<file path="src/rtl/aes_round_ctrl.sv">
// aes_round_ctrl: iterative AES round sequencer.
// Accepts one block per in_valid/in_ready handshake, loads round 0 through the
// AddRoundKey path, steps rounds 1..NR through the round function, then holds
// the result with out_valid until the consumer takes it.
// Optional build macro: AES_ROUND_CTRL_ABORT_EN adds the abort input, which
// cancels a block that is in its round phase.
//
//   state   | meaning
//   --------+------------------------------------------------------------
//   S_IDLE  | waiting for a block; round 0 load happens on the handshake
//   S_ROUND | loading round cnt_q (1..NR) into the state register
//   S_DONE  | ciphertext held in the state register, out_valid asserted
module aes_round_ctrl #(
  parameter int unsigned NR = 10,
  parameter int unsigned RW = 4
) (
  input  logic          clk,
  input  logic          rst_n,
`ifdef AES_ROUND_CTRL_ABORT_EN
  input  logic          abort,
`endif
  input  logic          in_valid,
  output logic          in_ready,
  output logic          out_valid,
  input  logic          out_ready,
  output logic          st_en,
  output logic          st_sel,
  output logic          final_rnd,
  output logic [RW-1:0] round_idx,
  output logic          busy
);

  // Only the three standard AES key sizes are meaningful, and the counter
  // must be able to hold NR without wrapping.
  if (!(NR == 10 || NR == 12 || NR == 14)) begin : g_bad_nr
    $error("aes_round_ctrl: NR must be 10, 12 or 14");
  end
  if ((2 ** RW) <= NR) begin : g_bad_rw
    $error("aes_round_ctrl: RW too narrow for NR");
  end

  localparam logic [RW-1:0] NR_W = RW'(NR);

  typedef enum logic [1:0] {
    S_IDLE  = 2'd0,
    S_ROUND = 2'd1,
    S_DONE  = 2'd2
  } state_t;

  state_t        state_q;
  logic [RW-1:0] cnt_q;
  logic          abort_w;

`ifdef AES_ROUND_CTRL_ABORT_EN
  assign abort_w = abort;
`else
  assign abort_w = 1'b0;
`endif

  // Sequencer: state and round counter; reset wins over abort.
  always_ff @(posedge clk) begin
    if (!rst_n) begin
      state_q <= S_IDLE;
      cnt_q   <= '0;
    end else begin
      case (state_q)
        S_IDLE: begin
          if (in_valid) begin
            cnt_q   <= RW'(1);
            state_q <= S_ROUND;
          end
        end
        S_ROUND: begin
          if (abort_w) begin
            cnt_q   <= '0;
            state_q <= S_IDLE;
          end else if (cnt_q == NR_W) begin
            cnt_q   <= '0;
            state_q <= S_DONE;
          end else begin
            cnt_q <= cnt_q + RW'(1);
          end
        end
        S_DONE: begin
          if (out_ready) begin
            state_q <= S_IDLE;
          end
        end
        default: begin
          cnt_q   <= '0;
          state_q <= S_IDLE;
        end
      endcase
    end
  end

  // Output decode from state/count; everything is forced low while in reset.
  always_comb begin
    in_ready  = 1'b0;
    out_valid = 1'b0;
    st_en     = 1'b0;
    st_sel    = 1'b0;
    final_rnd = 1'b0;
    round_idx = '0;
    busy      = 1'b0;
    if (rst_n) begin
      case (state_q)
        S_IDLE: begin
          in_ready = 1'b1;
          st_en    = in_valid;
        end
        S_ROUND: begin
          st_en     = !abort_w;
          st_sel    = 1'b1;
          round_idx = cnt_q;
          final_rnd = (cnt_q == NR_W);
          busy      = 1'b1;
        end
        S_DONE: begin
          out_valid = 1'b1;
          busy      = 1'b1;
        end
        default: ;
      endcase
    end
  end

endmodule

</file>
<file path="config.mk">
export PLATFORM = sky130hd
export DESIGN_NAME = aes_round_ctrl
export DESIGN_NICKNAME = d
export VERILOG_FILES = /design/src/rtl/aes_round_ctrl.sv
export SDC_FILE = /design/constraint.sdc
export NUM_CORES = 1
export LEC_CHECK = 0
export ABC_CLOCK_PERIOD_IN_PS = 1550
export BUFFER_PORTS_ARGS = -buffer_cell sky130_fd_sc_hd__buf_2
export CORE_AREA = 8 8 45 47
export CTS_BUF_LIST = sky130_fd_sc_hd__clkbuf_16
export DETAILED_ROUTE_END_ITERATION = 10
export DIE_AREA = 0 0 53 55
export PLACE_DENSITY_LB_ADDON = 0.1
export SYNTH_ARGS = -nofsm -noshare
export SYNTH_HDL_FRONTEND = slang
export SYNTH_SLANG_ARGS = --single-unit
</file>
<file path="constraint.sdc">
create_clock -name clk -period 1.55 [get_ports clk]
set_input_delay 0.155 -clock clk [delete_from_list [all_inputs] [get_ports clk]]
set_output_delay 0.155 -clock clk [all_outputs]
set_load 0.05 [all_outputs]
</file>
==> flow_metrics.py <==
metrics = {
    "synth": {
        "synthesis.area_per_instance_sq_um": 8.44,
        "ys_seq_area_frac": 0.259,
        "synth_edf_count": 0,
        "synth_area_sq_um": 464,
        "synth_common_cells": "6 x dfxtp_1, 6 x ha_1, 5 x nand2_1",
        "synth-async-reset-ratio": 0,
        "yosys_warnings": 0,
        "synth_mux_area_frac": 0.0216,
        "synth_simple_gate_area_frac": 0.353,
        "syn_nets": 65,
        "synth.area.top_cells": "dfxtp_1 26%, ha_1 16%, and2_1 5.4%",
        "synthAdderAreaFrac": 0.162,
        "synth_top_area_share": 0.259,
        "yosys_most_used_dff": "dfxtp_1",
        "synthDistinctLibCells": 27,
        "synth_top_family_by_area": "simple AND/OR/NAND/NOR gates",
        "synth_compound_area_frac": 0.156,
        "synth_xor_area_frac": 0,
        "synth.largest_area_cell": "dfxtp_1",
        "syn_inst": 55,
        "ys_seq_elements": 6,
    },
    "detailed_routing": {
        "wl_per_cell_microns": 12.0,
        "drt-total-wl_microns": 1070,
        "ant_nets": 0,
        "viasPerCell": 4.82,
        "drt_iter0_drc": 3,
        "drt_pass1_iterations": 3,
        "drc": 0,
        "vias": 429,
    },
    "sta": {
        "hold_viol": 0,
        "rsz0062_at_grt": "no",
        "period_needed_ns": 1.50,
        "finalSetupViolations": 0,
        "drv_slew": 0,
        "relSlewSlack": 0.825,
        "timing.final.crit_share": 0.969,
        "worst_slew_pin_slew_ns": 0.261,
        "tns_ns": 0,
        "fmax_mhz": 666,
        "whs_ns": 0.267,
        "skew_ns": 0.00355,
    },
    "cells_and_area": {
        "drive_above_1_share": 0.438,
        "antenna-diode-count": 0,
        "fill_cells": 139,
        "final_util": 0.489,
        "syn2layout_area_growth_pct": 45.8,
        "fin_nets": 85,
        "fin_cells": 89,
    },
    "floorplan": {
        "die_x_microns": 53,
        "coreArea_sq_um": 1380,
        "ios": 14,
        "die_h_microns": 55,
        "dieArea_sq_um": 2920,
        "start_util": 0.335,
        "fp-row-count": 14,
    },
    "worst_hold_path": {
        "hold_path_depth": 2,
        "hold_class": "in2reg",
    },
    "worst_setup_path": {
        "critPathKind": "reg2out",
        "slowest_stage": "dfxtp_1",
        "worst-endpoint-required_ns": 1.39,
        "startpoint": "state_q[1]$_SDFFE_PN0P_",
        "cp.depth": 5,
        "critPathBufInv": 2,
        "reg2reg_to": "cnt_q[1]$_SDFFE_PN0P_",
        "crit_chain": "inv_2, ha_4, and3_2, and3b_2, buf_6",
        "cp.arrival_ns": 1.35,
        "cp_slowest_stage_delay_ns": 0.33,
        "endpoint_kind": "output pin",
        "startpoint_type": "flip-flop",
        "reg2reg_slack_ns": 0.11,
        "worstReg2RegStart": "state_q[0]$_SDFFE_PN0P_",
        "crit_family": "simple AND/OR/NAND/NOR gates",
        "setup.worst_path.end": "final_rnd",
        "r2r_cells": 6,
        "crit_path_max_fanout": 5,
    },
    "clock_network": {
        "clk-insertion-delay-late_ns": 0.23,
        "clock-sinks": 6,
        "cts_buffer_depth": 2,
        "cts_made_buffers": 3,
        "cts-htree-levels": 1,
        "cts_tree": "built",
        "clk_pin_slew_ns": 0.04,
        "root_buffer": "clkbuf_16",
    },
    "global_routing": {
        "grt_pass1_vias": 389,
        "antenna_found_initial": 0,
        "grt-ovfl-total": 0,
        "grt_pass1_wl_microns": 1720,
        "grt.total_usage": 0.0816,
        "grt_start_max_net_pins": 16,
    },
    "place": {
        "place_inst": 86,
        "place.gp.congestion": 0.722,
        "dp_hpwl_microns": 821,
        "port_buffers": 13,
    },
    "power": {
        "ir_drop_mv": 1.05,
        "p_per_area_nw_per_um2": 1930,
        "p_leak_nw": 0.343,
        "power_w": 0.00131,
    },
    "flow_run": {
        "maxCapViolations": 0,
    },
    "run_status": {
        "status": "complete, no violations",
    },
}
-- through the flow --
step           instance area, sq um  setup slack (ns)
6_report                        677            0.0475
5_1_grt                         677           0.00468
4_1_cts                         662          0.000595
3_5_place_dp                    568            0.0144
3_3_place_gp                    568            0.0587
2_1_floorplan                   468          -0.00772
-- worst reg2reg max path: stages (launching register included) --
cell and delay, ns:
dfxtp_4 0.36, inv_2 0.05, ha_2 0.18, nor2b_4 0.13, or2_4 0.23, or3_1 0.31, a21boi_1 0.12
-- area by class of cell --
type,instances,area [sq um],share of cell area
timing repair buffer,16,103,0.152
inverter,4,15.0,0.0222
clock buffer,3,75.1,0.111
tap,16,20.0,0.0296
multi-input combinational,44,340,0.503
sequential,6,124,0.183
-- kinds of logic (layout without fill, tap and decap cells) --
kind of cell             Yosys count  in the layout
flip-flops                         6              6
adder cells (fa/ha/maj)            6              6
multiplexers                       1              1
buffers and inverters              5             23
AND/OR/NAND/NOR                   27             27
AO/OA/AOI/OAI                     10             10
-- metal layers --
layer  GRT usage  wire (microns)  up-vias
met2       0.117             478       11
met3      0.0508             125        0
met1      0.0933             465      194
met4      0.0388               0        0
met5           0               0        -
li1            -               -      224
-- layout by cell type, fill, tap and decap left out --
cell and n:
dfxtp_4 1, or3_1 1, buf_6 2, a21boi_1 1
and3b_2 1, o221a_2 1, o21ai_0 2, a21o_2 1
a21boi_0 2, inv_2 2, a21oi_1 1, nor2b_4 1
buf_4 4, and2_2 2, and3_1 3, ha_4 1
nand2_1 5, dfxtp_1 5, or2_4 1, ha_1 4
mux2i_1 1, ha_2 1, nand3b_1 1, buf_2 10
clkbuf_16 3, nor2_1 3, nor4_1 1, a21o_1 1
nand3_1 2, and2_1 3, nor2b_1 1, nand4b_1 1
inv_1 2, and3_2 1, o21a_1 1
-- worst min path at each step --
stage                     slack (ns)                    start                       to
after global placement          0.47  state_q[0]$_SDFFE_PN0P_  state_q[0]$_SDFFE_PN0P_
after detailed placement        0.49  state_q[0]$_SDFFE_PN0P_  state_q[0]$_SDFFE_PN0P_
final                           0.27                    rst_n    cnt_q[3]$_SDFFE_PN0P_
after floorplan                 0.41                    rst_n    cnt_q[3]$_SDFFE_PN0P_
after global routing            0.28                    rst_n    cnt_q[3]$_SDFFE_PN0P_
after CTS                       0.27                    rst_n    cnt_q[3]$_SDFFE_PN0P_
-- sequential cells by signal, indices dropped and copies added (netlist names) --
signal and flops:
cnt_q 4, state_q 2
-- where the power goes --
group,switching (W),internal (W)
Combinational,0.000386,0.000266
Sequential,0.0000297,0.000198
Clock,0.0000950,0.000332
-- what timing repair did --
item / 4_1_cts / 5_1_grt
hold buffers: 0 / 0
endpoints found under the setup margin: 3 / 5
setup buffers: 0 / 0
gates resized for setup: 7 / 5
pin swaps: 0 / 1
No activity file was read; power rests on OpenSTA's default activity.
